**src/rtl/otbn_pq_pkg.sv**
```systemverilog
// Shared PQ datapath types: write-back collector entry state and staging-entry layout.
package otbn_pq_pkg;

  localparam int PqWlen   = 256;
  localparam int PqLen    = 32;
  localparam int PqNLanes = PqWlen / PqLen;
  localparam int PqWdrAw  = 5;

  typedef enum logic [1:0] {
    WbFree = 2'd0,
    WbFill = 2'd1,
    WbPend = 2'd2
  } pq_wb_state_e;

  typedef struct packed {
    pq_wb_state_e          state;
    logic [PqWdrAw-1:0]    dest;
    logic [PqWlen-1:0]     data;
    logic [PqNLanes-1:0]   mask;
  } pq_wb_entry_t;

endpackage

```
**src/rtl/otbn_pq_wb_entry.sv**
```systemverilog
// One write-back staging entry: lane merge, close detection and clear on drain.
module otbn_pq_wb_entry
  import otbn_pq_pkg::*;
#(
  parameter int PQLEN  = PqLen,
  parameter int NLANES = PqNLanes,
  parameter int WdrAw  = PqWdrAw
) (
  input  logic                       clk_i,
  input  logic                       rst_ni,
  input  logic                       acc,
  input  logic                       flush,
  input  logic                       force_close,
  input  logic                       clear,
  input  logic [$clog2(NLANES)-1:0]  lane,
  input  logic [PQLEN-1:0]           value,
  input  logic [WdrAw-1:0]           wdr,
  output pq_wb_state_e               state,
  output logic [WdrAw-1:0]           dest,
  output logic [PQLEN*NLANES-1:0]    data,
  output logic [NLANES-1:0]          mask,
  output logic                       closing,
  output logic                       dup
);

  logic [NLANES-1:0]       mask_nxt;
  logic [PQLEN*NLANES-1:0] data_nxt;

  // A FREE entry holds zeroed data, so merging into it and merging into FILL are identical.
  always_comb begin
    mask_nxt       = (state == WbFree) ? '0 : mask;
    mask_nxt[lane] = 1'b1;
    data_nxt       = data;
    data_nxt[lane*PQLEN +: PQLEN] = value;
    dup            = acc && (state == WbFill) && mask[lane];
    if (acc) begin
      closing = (&mask_nxt) || flush;
    end else begin
      closing = flush && (state == WbFill);
    end
  end

  // Entry state, destination and lane data.
  always_ff @(posedge clk_i) begin
    if (!rst_ni || clear) begin
      state <= WbFree;
      dest  <= '0;
      data  <= '0;
      mask  <= '0;
    end else if (force_close) begin
      state <= WbPend;
    end else if (acc) begin
      state <= closing ? WbPend : WbFill;
      dest  <= wdr;
      data  <= data_nxt;
      mask  <= mask_nxt;
    end else if (closing) begin
      state <= WbPend;
    end
  end

endmodule

```
**src/rtl/otbn_pq_wb_collector.sv**
```systemverilog
// PQ write-back collector: merges lane results into two ping-pong entries and
// issues each completed entry as one lane-masked WDR write.
module otbn_pq_wb_collector
  import otbn_pq_pkg::*;
#(
  parameter int PQLEN  = PqLen,
  parameter int NLANES = PqNLanes,
  parameter int WdrAw  = PqWdrAw
) (
  input  logic                       clk_i,
  input  logic                       rst_ni,
  input  logic                       res_valid_i,
  output logic                       res_ready_o,
  input  logic [PQLEN-1:0]           res_data_i,
  input  logic [$clog2(NLANES)-1:0]  res_lane_i,
  input  logic [WdrAw-1:0]           res_wdr_i,
  input  logic                       flush_i,
  output logic                       wr_en_o,
  input  logic                       wr_ready_i,
  output logic [WdrAw-1:0]           wr_addr_o,
  output logic [PQLEN*NLANES-1:0]    wr_data_o,
  output logic [NLANES-1:0]          wr_lane_en_o,
  output logic                       dup_o,
  output logic                       idle_o
);

  pq_wb_state_e            st   [2];
  logic [WdrAw-1:0]        dest [2];
  logic [PQLEN*NLANES-1:0] data [2];
  logic [NLANES-1:0]       mask [2];
  logic [1:0]              closing, dup_s, acc_e, flush_e, force_e, clear_e;

  logic fill_ptr, drain_ptr, dup_q;
  logic mismatch, accept, switch_entry, target, drain_hs;

  assign mismatch     = (st[fill_ptr] == WbFill) && (res_wdr_i != dest[fill_ptr]);
  assign res_ready_o  = rst_ni && (st[fill_ptr] != WbPend) &&
                        !(mismatch && (st[~fill_ptr] != WbFree));
  assign accept       = res_valid_i && res_ready_o;
  assign switch_entry = accept && mismatch;
  // A mismatching result starts the other entry, which is guaranteed FREE here.
  assign target       = fill_ptr ^ switch_entry;
  assign drain_hs     = wr_en_o && wr_ready_i;

  for (genvar i = 0; i < 2; i++) begin : g_entry
    assign acc_e[i]   = accept && (target == 1'(i));
    assign flush_e[i] = flush_i && (target == 1'(i));
    assign force_e[i] = switch_entry && (fill_ptr == 1'(i));
    assign clear_e[i] = drain_hs && (drain_ptr == 1'(i));

    otbn_pq_wb_entry #(
      .PQLEN  (PQLEN),
      .NLANES (NLANES),
      .WdrAw  (WdrAw)
    ) u_entry (
      .clk_i       (clk_i),
      .rst_ni      (rst_ni),
      .acc         (acc_e[i]),
      .flush       (flush_e[i]),
      .force_close (force_e[i]),
      .clear       (clear_e[i]),
      .lane        (res_lane_i),
      .value       (res_data_i),
      .wdr         (res_wdr_i),
      .state       (st[i]),
      .dest        (dest[i]),
      .data        (data[i]),
      .mask        (mask[i]),
      .closing     (closing[i]),
      .dup         (dup_s[i])
    );
  end

  // Fill/drain pointers and the duplicate-lane pulse.
  always_ff @(posedge clk_i) begin
    if (!rst_ni) begin
      fill_ptr  <= 1'b0;
      drain_ptr <= 1'b0;
      dup_q     <= 1'b0;
    end else begin
      fill_ptr  <= target ^ closing[target];
      drain_ptr <= drain_ptr ^ drain_hs;
      dup_q     <= dup_s[target];
    end
  end

  assign wr_en_o      = (st[drain_ptr] == WbPend);
  assign wr_addr_o    = dest[drain_ptr];
  assign wr_data_o    = data[drain_ptr];
  assign wr_lane_en_o = mask[drain_ptr];
  assign dup_o        = dup_q;
  assign idle_o       = (st[0] == WbFree) && (st[1] == WbFree);

endmodule

```
**config.mk**
```make
export PLATFORM = sky130hd
export DESIGN_NAME = otbn_pq_wb_collector
export DESIGN_NICKNAME = d
export VERILOG_FILES = /design/src/rtl/otbn_pq_pkg.sv /design/src/rtl/otbn_pq_wb_entry.sv /design/src/rtl/otbn_pq_wb_collector.sv
export SDC_FILE = /design/constraint.sdc
export NUM_CORES = 1
export LEC_CHECK = 0
export CORE_MARGIN = 1.5
export CORE_UTILIZATION = 56
export CTS_CLUSTER_DIAMETER = 150
export DETAILED_ROUTE_END_ITERATION = 8
export PLACE_DENSITY_LB_ADDON = 0.1
export SKIP_CTS_REPAIR_TIMING = 1
export SYNTH_ARGS = -nofsm -noshare
export SYNTH_HDL_FRONTEND = slang
export SYNTH_SLANG_ARGS = --single-unit
export TNS_END_PERCENT = 100
```
**constraint.sdc**
```tcl
create_clock -name clk_i -period 3.8 [get_ports clk_i]
set_clock_uncertainty 0.1 [all_clocks]
set_input_delay 0.76 -clock clk_i [delete_from_list [all_inputs] [get_ports clk_i]]
set_output_delay 0.76 -clock clk_i [all_outputs]
set_load 0.02 [all_outputs]
```
=== Word-level counts from Yosys, hierarchy flattened ===
Cells that the tools add are included.
W data, S select, Z words.

* Add/subtract/negate cells: 1
* $mul: 0
* Divide/modulo/power cells: 0
* $lt $le $gt $ge: 6
* Equality and inequality tests: 6
* Shift operators: 2
* Mux-type cells: 45
* Bitwise logic cells: 13
* Reduce and logical (&&, ||, !) cells: 42

{| class="wikitable"
|+ Operator list
! operator !! count
|-
| $mux W256 || 3
|-
| $bwmux W256 || 2
|-
| $shift A32 B34 Y256 const A || 1
|-
| $shiftx A32 B34 Y256 || 1
|-
| $mux W8 || 5
|-
| $mux W2 || 17
|-
| $neg A8 Y34 || 1
|-
| $mux W5 || 6
|-
| $logic_and A1 B1 Y1 || 23
|-
| $or A8 B8 Y8 || 2
|-
| $reduce_and A8 Y1 || 2
|-
| $mux W1 || 9
|-
| $bmux W1 S3 || 2
|-
| $eq A2 B1 Y1 const B || 3
|-
| $ge A2 B2 Y1 const B || 3
|-
| $not A1 Y2 || 3
|-
| $reduce_bool A2 Y1 || 3
|-
| $reduce_bool A3 Y1 || 2
|-
| $ne A5 B5 Y1 || 1
|-
| $not A1 Y1 || 5
|-
| $logic_not A2 Y1 || 2
|-
| $logic_or A1 B1 Y1 || 4
|-
| $lt A3 B4 Y1 const B || 1
|-
| $reduce_and A2 Y1 || 2
|-
| 8 further kinds || 12
|}

* Bits in registers: 545
* Bits in latches: 0
* Memory bits (writable): 0
* Memory bits (read-only): 0
* Input port bits: 45
* Memories: 0

=== Logic depth before layout (Yosys ltp) ===
Gate-level depths: netlist (run 1).

* Depth in word-level cells: 19
* Gate-level depth with buffers: 15
* Depth with buffers taken out: 11

=== Cells and area by module ===
A second synthesis (run 1) with hierarchy kept.

* Cells, all modules: 2886
* Area total of the unflattened synthesis: 24048.1 um^2

{| class="wikitable"
|+ By module, submodules not included
! module !! times used !! cells each !! area an instance (um^2) !! sequential area each (um^2)
|-
| otbn_pq_wb_entry at g_entry[1].u_entry || 1 || 1288 || 10239.8 || 5425.2
|-
| otbn_pq_wb_entry at g_entry[0].u_entry || 1 || 1243 || 10179.8 || 5425.2
|-
| otbn_pq_wb_collector || 1 || 355 || 3628.5 || 60.1
|}

=== Worst setup path after synthesis (run 1) ===
No wires, ideal clock.

* Path type: input-to-reg
* From: input port res_lane_i[0]
* To: register g_entry[0].u_entry.data[162]
* Setup time: 0.142 ns
* Data arrival time: 3.305 ns
* Setup slack: 0.253 ns
* Stages: 11
* Cell sequence: clkbuf_1 buf_2 inv_1 ha_1 ha_1 clkbuf_1 nor2_1 nand2_1 buf_1 o211ai_1 o41ai_2

* Word-level cells in the longest chain between the ends: 3
* Elaborated cells between the ends (all ways): 4

{| class="wikitable"
|+ RTL lines
! what !! line !! text
|-
| start: declaration || otbn_pq_wb_collector.sv:15 || <nowiki>input logic [$clog2(NLANES)-1:0] res_lane_i,</nowiki>
|-
| $neg A8 Y34 (*) || otbn_pq_wb_entry.sv:34 || <nowiki>data_nxt[lane*PQLEN +: PQLEN] = value;</nowiki>
|-
| $shiftx A32 B34 Y256 or $shift A32 B34 Y256 (tied branches) || otbn_pq_wb_entry.sv:34 ||
|-
| $bwmux W256 (*) || otbn_pq_wb_entry.sv:34 ||
|-
| end signal: assignment || otbn_pq_wb_entry.sv:55 || <nowiki>data <= data_nxt;</nowiki>
|-
| end: declaration || otbn_pq_wb_entry.sv:20 || <nowiki>output logic [PQLEN*NLANES-1:0] data,</nowiki>
|}

Mark *: on every way between the ends. The rest lies on a longest branch, timed or not.
A chain may end at the register's enable or synchronous reset.

=== Worst setup path after layout (run 1) ===
* From: register drain_ptr
* To: output port wr_data_o[238]

* Word-level cells in the longest chain between the ends: 4

{| class="wikitable"
|+ RTL lines
! what !! line !! text
|-
| start: declaration || otbn_pq_wb_collector.sv:33 || <nowiki>logic fill_ptr, drain_ptr, dup_q;</nowiki>
|-
| start signal: assignment || otbn_pq_wb_collector.sv:82 || <nowiki>drain_ptr <= drain_ptr ^ drain_hs;</nowiki>
|-
| $not A1 Y2 (not written as such) || otbn_pq_wb_collector.sv:89 || <nowiki>assign wr_data_o = data[drain_ptr];</nowiki>
|-
| $mux W256 (not written as such) (3 in a row) || otbn_pq_wb_collector.sv:89 ||
|-
| end: declaration || otbn_pq_wb_collector.sv:21 || <nowiki>output logic [PQLEN*NLANES-1:0] wr_data_o,</nowiki>
|}

Every way passes these cells. The select of a mux whose other input is x is not followed.

==> qor.yml, run 1 <==
yosysMostFrequentCell: "nand2_1"
cts_tree: "yes"
arrival_ns: 2.66
finalCritPeriodShare_pct: 92.6
wirelength_mm: 83.9
yosys.area.top_type: "dfxtp_1"
crit_start: "drain_ptr"
critPathLaunchType: "flop"
max_clock_freq_mhz: 284
syn_area_per_cell_sq_um: 9.17
final_cell_count_no_fill: 3630
layout-drive-gt1-share_pct: 18.4
crit_required_ns: 2.94
cp_cell_sequence: "buf_12 -> mux2_2 -> clkdlybuf4s50_1"
endpoint_kind: "output pin"
clkLatencyLatePin_ns: 0.60
cap_violations: 0
syn_area_sq_um: 25300
yosys_warnings: 0
io_pins: 318
wire_per_inst_microns: 23.1
placedCellCount: 3530
num_vias: 22000
slowest_stage: "dfxtp_4"
criticalPathCategory: "flop to output pin"
utilization_pct: 70.9
area_delta_synth_final_pct: 24.5
cts_root_buf: "clkbuf_16"
drtIter0Drc: 2344
grt_max_degree: 102
synth.area.top_cells: "dfxtp_1 43%, mux2i_1 14%, mux2_2 12%"
synth_flop_cell: "dfxtp_1"
chipWidth_microns: 216
synth_common_cells: "596 x nand2_1, 545 x dfxtp_1, 346 x mux2i_1, 271 x mux2_2, 211 x clkbuf_1"
ir_worst_vdd_v: 0.000317
synth_top_cell_area_share_pct: 43.1
relSlewSlack_pct: 25.1
ys_async_sr_fraction_pct: 0
synth-edff-count: 0
status: "completed"
cts.sinks: 545
yosysSeqAreaShare_pct: 43.1
period_needed_ns: 3.52
ys_ff_latch: 545
grt_first_pass_wirelength_mm: 128
rsz0062_at_grt: "false"
antenna_found_initial: 0
cpLargestDelayFamily: "buffers and inverters"
drv_slew: 0
port_buffers: 317
place_congestion: 0.890
worst_pin_slew_ns: 1.12
dr.pass1.iters: 5
timing.hold.ws_ns: 0.356
timing.rr.start: "fill_ptr"
hold_class: "flop to flop"
clkSlewWorstSetupHoldPaths_ns: 0.06
synth_cells: 2759
total_power_w: 0.0128
power.density_nw_per_um2: 405
post_synth_num_cell_types: 61
grt-ovfl-total: 0
initial_utilization_pct: 57.0
die_h_microns: 216
gr-usage-all-layers_pct: 35.1
grt_pass1_vias: 21500
finalNetCount: 3051
core_area_sq_um: 44400
critPathMaxStageDelay_ns: 0.59
viasPerCell: 6.07
setup_violations: 0
htree_levels: 2
critPathBufInv: 2
num_antenna_cells: 0
cts_buffers: 56
critPathMaxFanout: 72
min_from: "g_entry[0].u_entry.data[242]"
worst-r2r-setup-slack_ns: 0.45
drc_errors: 0
die_area_sq_um: 46500
postRouteAntennaNets: 0
hpwl_mm: 53.5
synth_fp_nets: 2814
num_rows: 77
leakage_nw: 12.4
clockBufferDepth: 3
hold_violations: 0
==> worst reg2reg max path, stage by stage, from the launching register on <==
cell	delay (ns)
dfxtp_2	0.44
buf_4	0.20
nor2b_1	0.05
o21ai_0	0.37
nand3_1	0.17
nor3_1	0.21
buf_4	0.15
ha_1	0.24
nor2_1	0.12
and4_1	0.28
a21o_2	0.19
buf_12	0.14
nand2_1	0.09
buf_12	0.19
a31o_1	0.28
==> metrics by stage <==
stage	worst slack, ns	setup TNS [ns]	cell area (sq um)
6_report	0.281	0	31500
3_3_place_gp	-0.0484	-1.79	29700
4_1_cts	-0.210	-0.210	31500
3_5_place_dp	-0.0500	-1.36	29700
5_1_grt	0.225	0	31500
2_1_floorplan	0.253	0	25300
==> sequential cells by signal (all words and copies together), names as in the netlist <==
register and cells:
drain_ptr 1, g_entry.u_entry.data 512, g_entry.u_entry.mask 16, dup_o 1, g_entry.u_entry.state 4, g_entry.u_entry.dest 10, fill_ptr 1
==> layout by cell type, fill, tap and decap left out, types with 45 or more instances in the layout <==
| cell | n |
|---|---|
| nand2_1 | 596 |
| a21oi_1 | 159 |
| clkbuf_16 | 58 |
| dfxtp_1 | 543 |
| buf_12 | 45 |
| nand3_1 | 183 |
| clkdlybuf4s50_1 | 315 |
| mux2_2 | 271 |
| buf_4 | 93 |
| mux2i_1 | 346 |
| o21ai_0 | 152 |
==> logic make-up after synthesis <==
logic type | after synthesis | synth area share [%]
and+or+nand+nor | 887 | 15.4
AOI/OAI and AO/OA | 410 | 9.97
xor gates and xnor gates | 5 | 0.173
buffers and inverters | 285 | 5.09
DFF | 545 | 43.1
muxes | 617 | 25.7
adders and majority gates | 10 | 0.494
==> layer usage <==
metal / share of wire, % / wire, microns / global-route usage [%] / vias to the layer above
met3: 7.2 / 6040 / 4.13 / 162
met1: 43 / 36400 / 48.9 / 10800
li1: - / - / - / 10100
met2: 46 / 38300 / 55.5 / 992
met4: 3.8 / 3200 / 14.1 / 0
met5: 0 / 0 / 0 / -
==> worst paths after layout <==
path | end | cells past startpoint
max | wr_data_o[238] | 3
min | g_entry[0].u_entry.data[242] | 2
max reg2reg | g_entry[1].u_entry.data[32] | 14
min reg2reg | g_entry[0].u_entry.data[242] | 2
==> cell type report <==
cell class              count  area (sq um)
clock inverters            12          76.3
flip-flops and latches    545         10900
well taps                 592           741
multi-input cells        1929         13200
clock buffers              88          1750
inverters                   9          33.8
fillers                  3326         12900
repair buffers            455          4770
==> power breakdown <==
group | switching [W] | internal [W] | leakage, nW
sequential | 0.0000391 | 0.00575 | 4.39
clock | 0.00234 | 0.00315 | 0.906
combinational | 0.000985 | 0.000492 | 7.10
total | 0.00336 | 0.00939 | 12.4
Note: power is estimated with default switching activity, not from simulation.
==> run 2, diff against run 1 <==
Clock period 3.8 ns to 3.73 ns, I/O delays scaled along.
==> qor.yml, run 2 (synthesis gave the netlist of run 1 again) <==
cts_buffers: 57
core_area_sq_um: 44400
total_power_w: 0.0134
cts_root_buf: "clkbuf_16"
initial_utilization_pct: 57.0
dr.pass1.iters: 6
fillers: 3327
criticalPathCategory: "flop to output pin"
htree_levels: 2
finalCritPeriodShare_pct: 97.1
timing.hold.ws_ns: 0.354
area_delta_synth_final_pct: 25.3
num_vias: 22100
clockBufferDepth: 3
postRouteAntennaNets: 0
cts.sinks: 545
status: "completed"
io_pins: 318
viasPerCell: 6.06
die_h_microns: 216
grt_pass1_vias: 21900
antenna_found_initial: 1
hpwl_mm: 53.6
wire_per_inst_microns: 23.1
timing.rr.start: "fill_ptr"
top_regs: "g_entry.u_entry.data: 512 flops, g_entry.u_entry.mask: 16 flops, g_entry.u_entry.dest: 10 flops"
arrival_ns: 2.78
gr-usage-all-layers_pct: 35.2
layout-drive-gt1-share_pct: 18.7
port_buffers: 317
die_area_sq_um: 46500
finalNetCount: 3061
clkPwrFrac_pct: 44.7
ir_worst_vdd_v: 0.000352
p_switching_w: 0.00344
setup_violations: 0
critPathLaunchType: "flop"
worst-r2r-setup-slack_ns: 0.39
grt_max_degree: 142
final_cell_mix: "596 x nand2_1, 543 x dfxtp_1, 346 x mux2i_1"
top_register: "g_entry.u_entry.data"
p_seq_share_pct: 44.0
drc_errors: 0
final_cell_count_no_fill: 3639
final_common_cell: "nand2_1"
clkLatencyLatePin_ns: 0.62
crit_end: "wr_data_o[239]"
cts_tree: "yes"
drtIter0Drc: 2008
hold_class: "flop to flop"
crit_start: "drain_ptr"
p_sw_share_pct: 25.6
num_antenna_cells: 0
period_needed_ns: 3.62
leakage_nw: 12.5
place_congestion: 0.941
min_from: "g_entry[1].u_entry.data[123]"
r2r-end: "g_entry[1].u_entry.data[179]"
drv_slew: 0
relSlewSlack_pct: 23.5
grt_first_pass_wirelength_mm: 128
clkSlewWorstSetupHoldPaths_ns: 0.06
grt-ovfl-total: 0
hold_violations: 0
cap_violations: 0
wirelength_mm: 84.0
rsz0062_at_grt: "false"
num_rows: 77
worst_pin_slew_ns: 1.14
internal_power_w: 0.00996
chipWidth_microns: 216
endpoint_kind: "output pin"
utilization_pct: 71.4
max_clock_freq_mhz: 276
critPathMaxFanout: 79
largest_reg_flops: 512
placedCellCount: 3539
power.density_nw_per_um2: 422
power_frac_comb_pct: 11.3
crit_required_ns: 2.88
worst-r2r-cell-count: 14
[run 2: metal layers]
layer | up-vias | share of wire [%] | global-route usage, %
met3 | 186 | 8.1 | 5.91
li1 | 10100 | - | -
met1 | 10800 | 42 | 47.6
met4 | 2 | 4.4 | 15.6
met5 | - | 0.0083 | 0
met2 | 937 | 45 | 55.4
[run 2: worst max-delay path, stage by stage, from the launching register on]
cell,delay [ns]
dfxtp_4,0.64
buf_12,0.45
mux2_2,0.41
clkdlybuf4s50_1,0.59
[run 2: power by group through the flow]
stage / Combinational [W] / Clock (W) / Sequential, W
3_5_place_dp: 0.00148 / 0 / 0.00602
4_1_cts: 0.00149 / 0.00602 / 0.00590
6_report: 0.00151 / 0.00598 / 0.00590
5_1_grt: 0.00157 / 0.00626 / 0.00590
2_1_floorplan: 0.000862 / 0 / 0.00600
3_3_place_gp: 0.00147 / 0 / 0.00602
[run 2: area by class of cell]
cell class	count	area [sq um]	share of cell area [%]
clock inverter	17	254	0.801
inverter	9	33.8	0.107
multi-input combinational	1929	13200	41.7
tap	592	741	2.34
timing repair buffer	464	4840	15.3
clock buffer	83	1720	5.42
sequential	545	10900	34.4
[run 2: worst min path at each step]
stage,to,cells after the start
after global routing,g_entry[1].u_entry.data[118],2
final,g_entry[1].u_entry.data[123],2
after CTS,g_entry[1].u_entry.data[114],2
after detailed placement,g_entry[1].u_entry.data[90],2
after floorplan,g_entry[1].u_entry.data[100],2
after global placement,g_entry[1].u_entry.data[111],2
[run 2: stage by stage]
step | setup WS (ns) | area [sq um] | setup TNS, ns
floorplan | 0.197 | 25300 | 0
global placement | -0.198 | 29700 | -3.82
detailed placement | -0.186 | 29700 | -23.52
CTS | -0.341 | 31700 | -0.341
global route | 0.0885 | 31700 | 0
finish | 0.109 | 31700 | 0
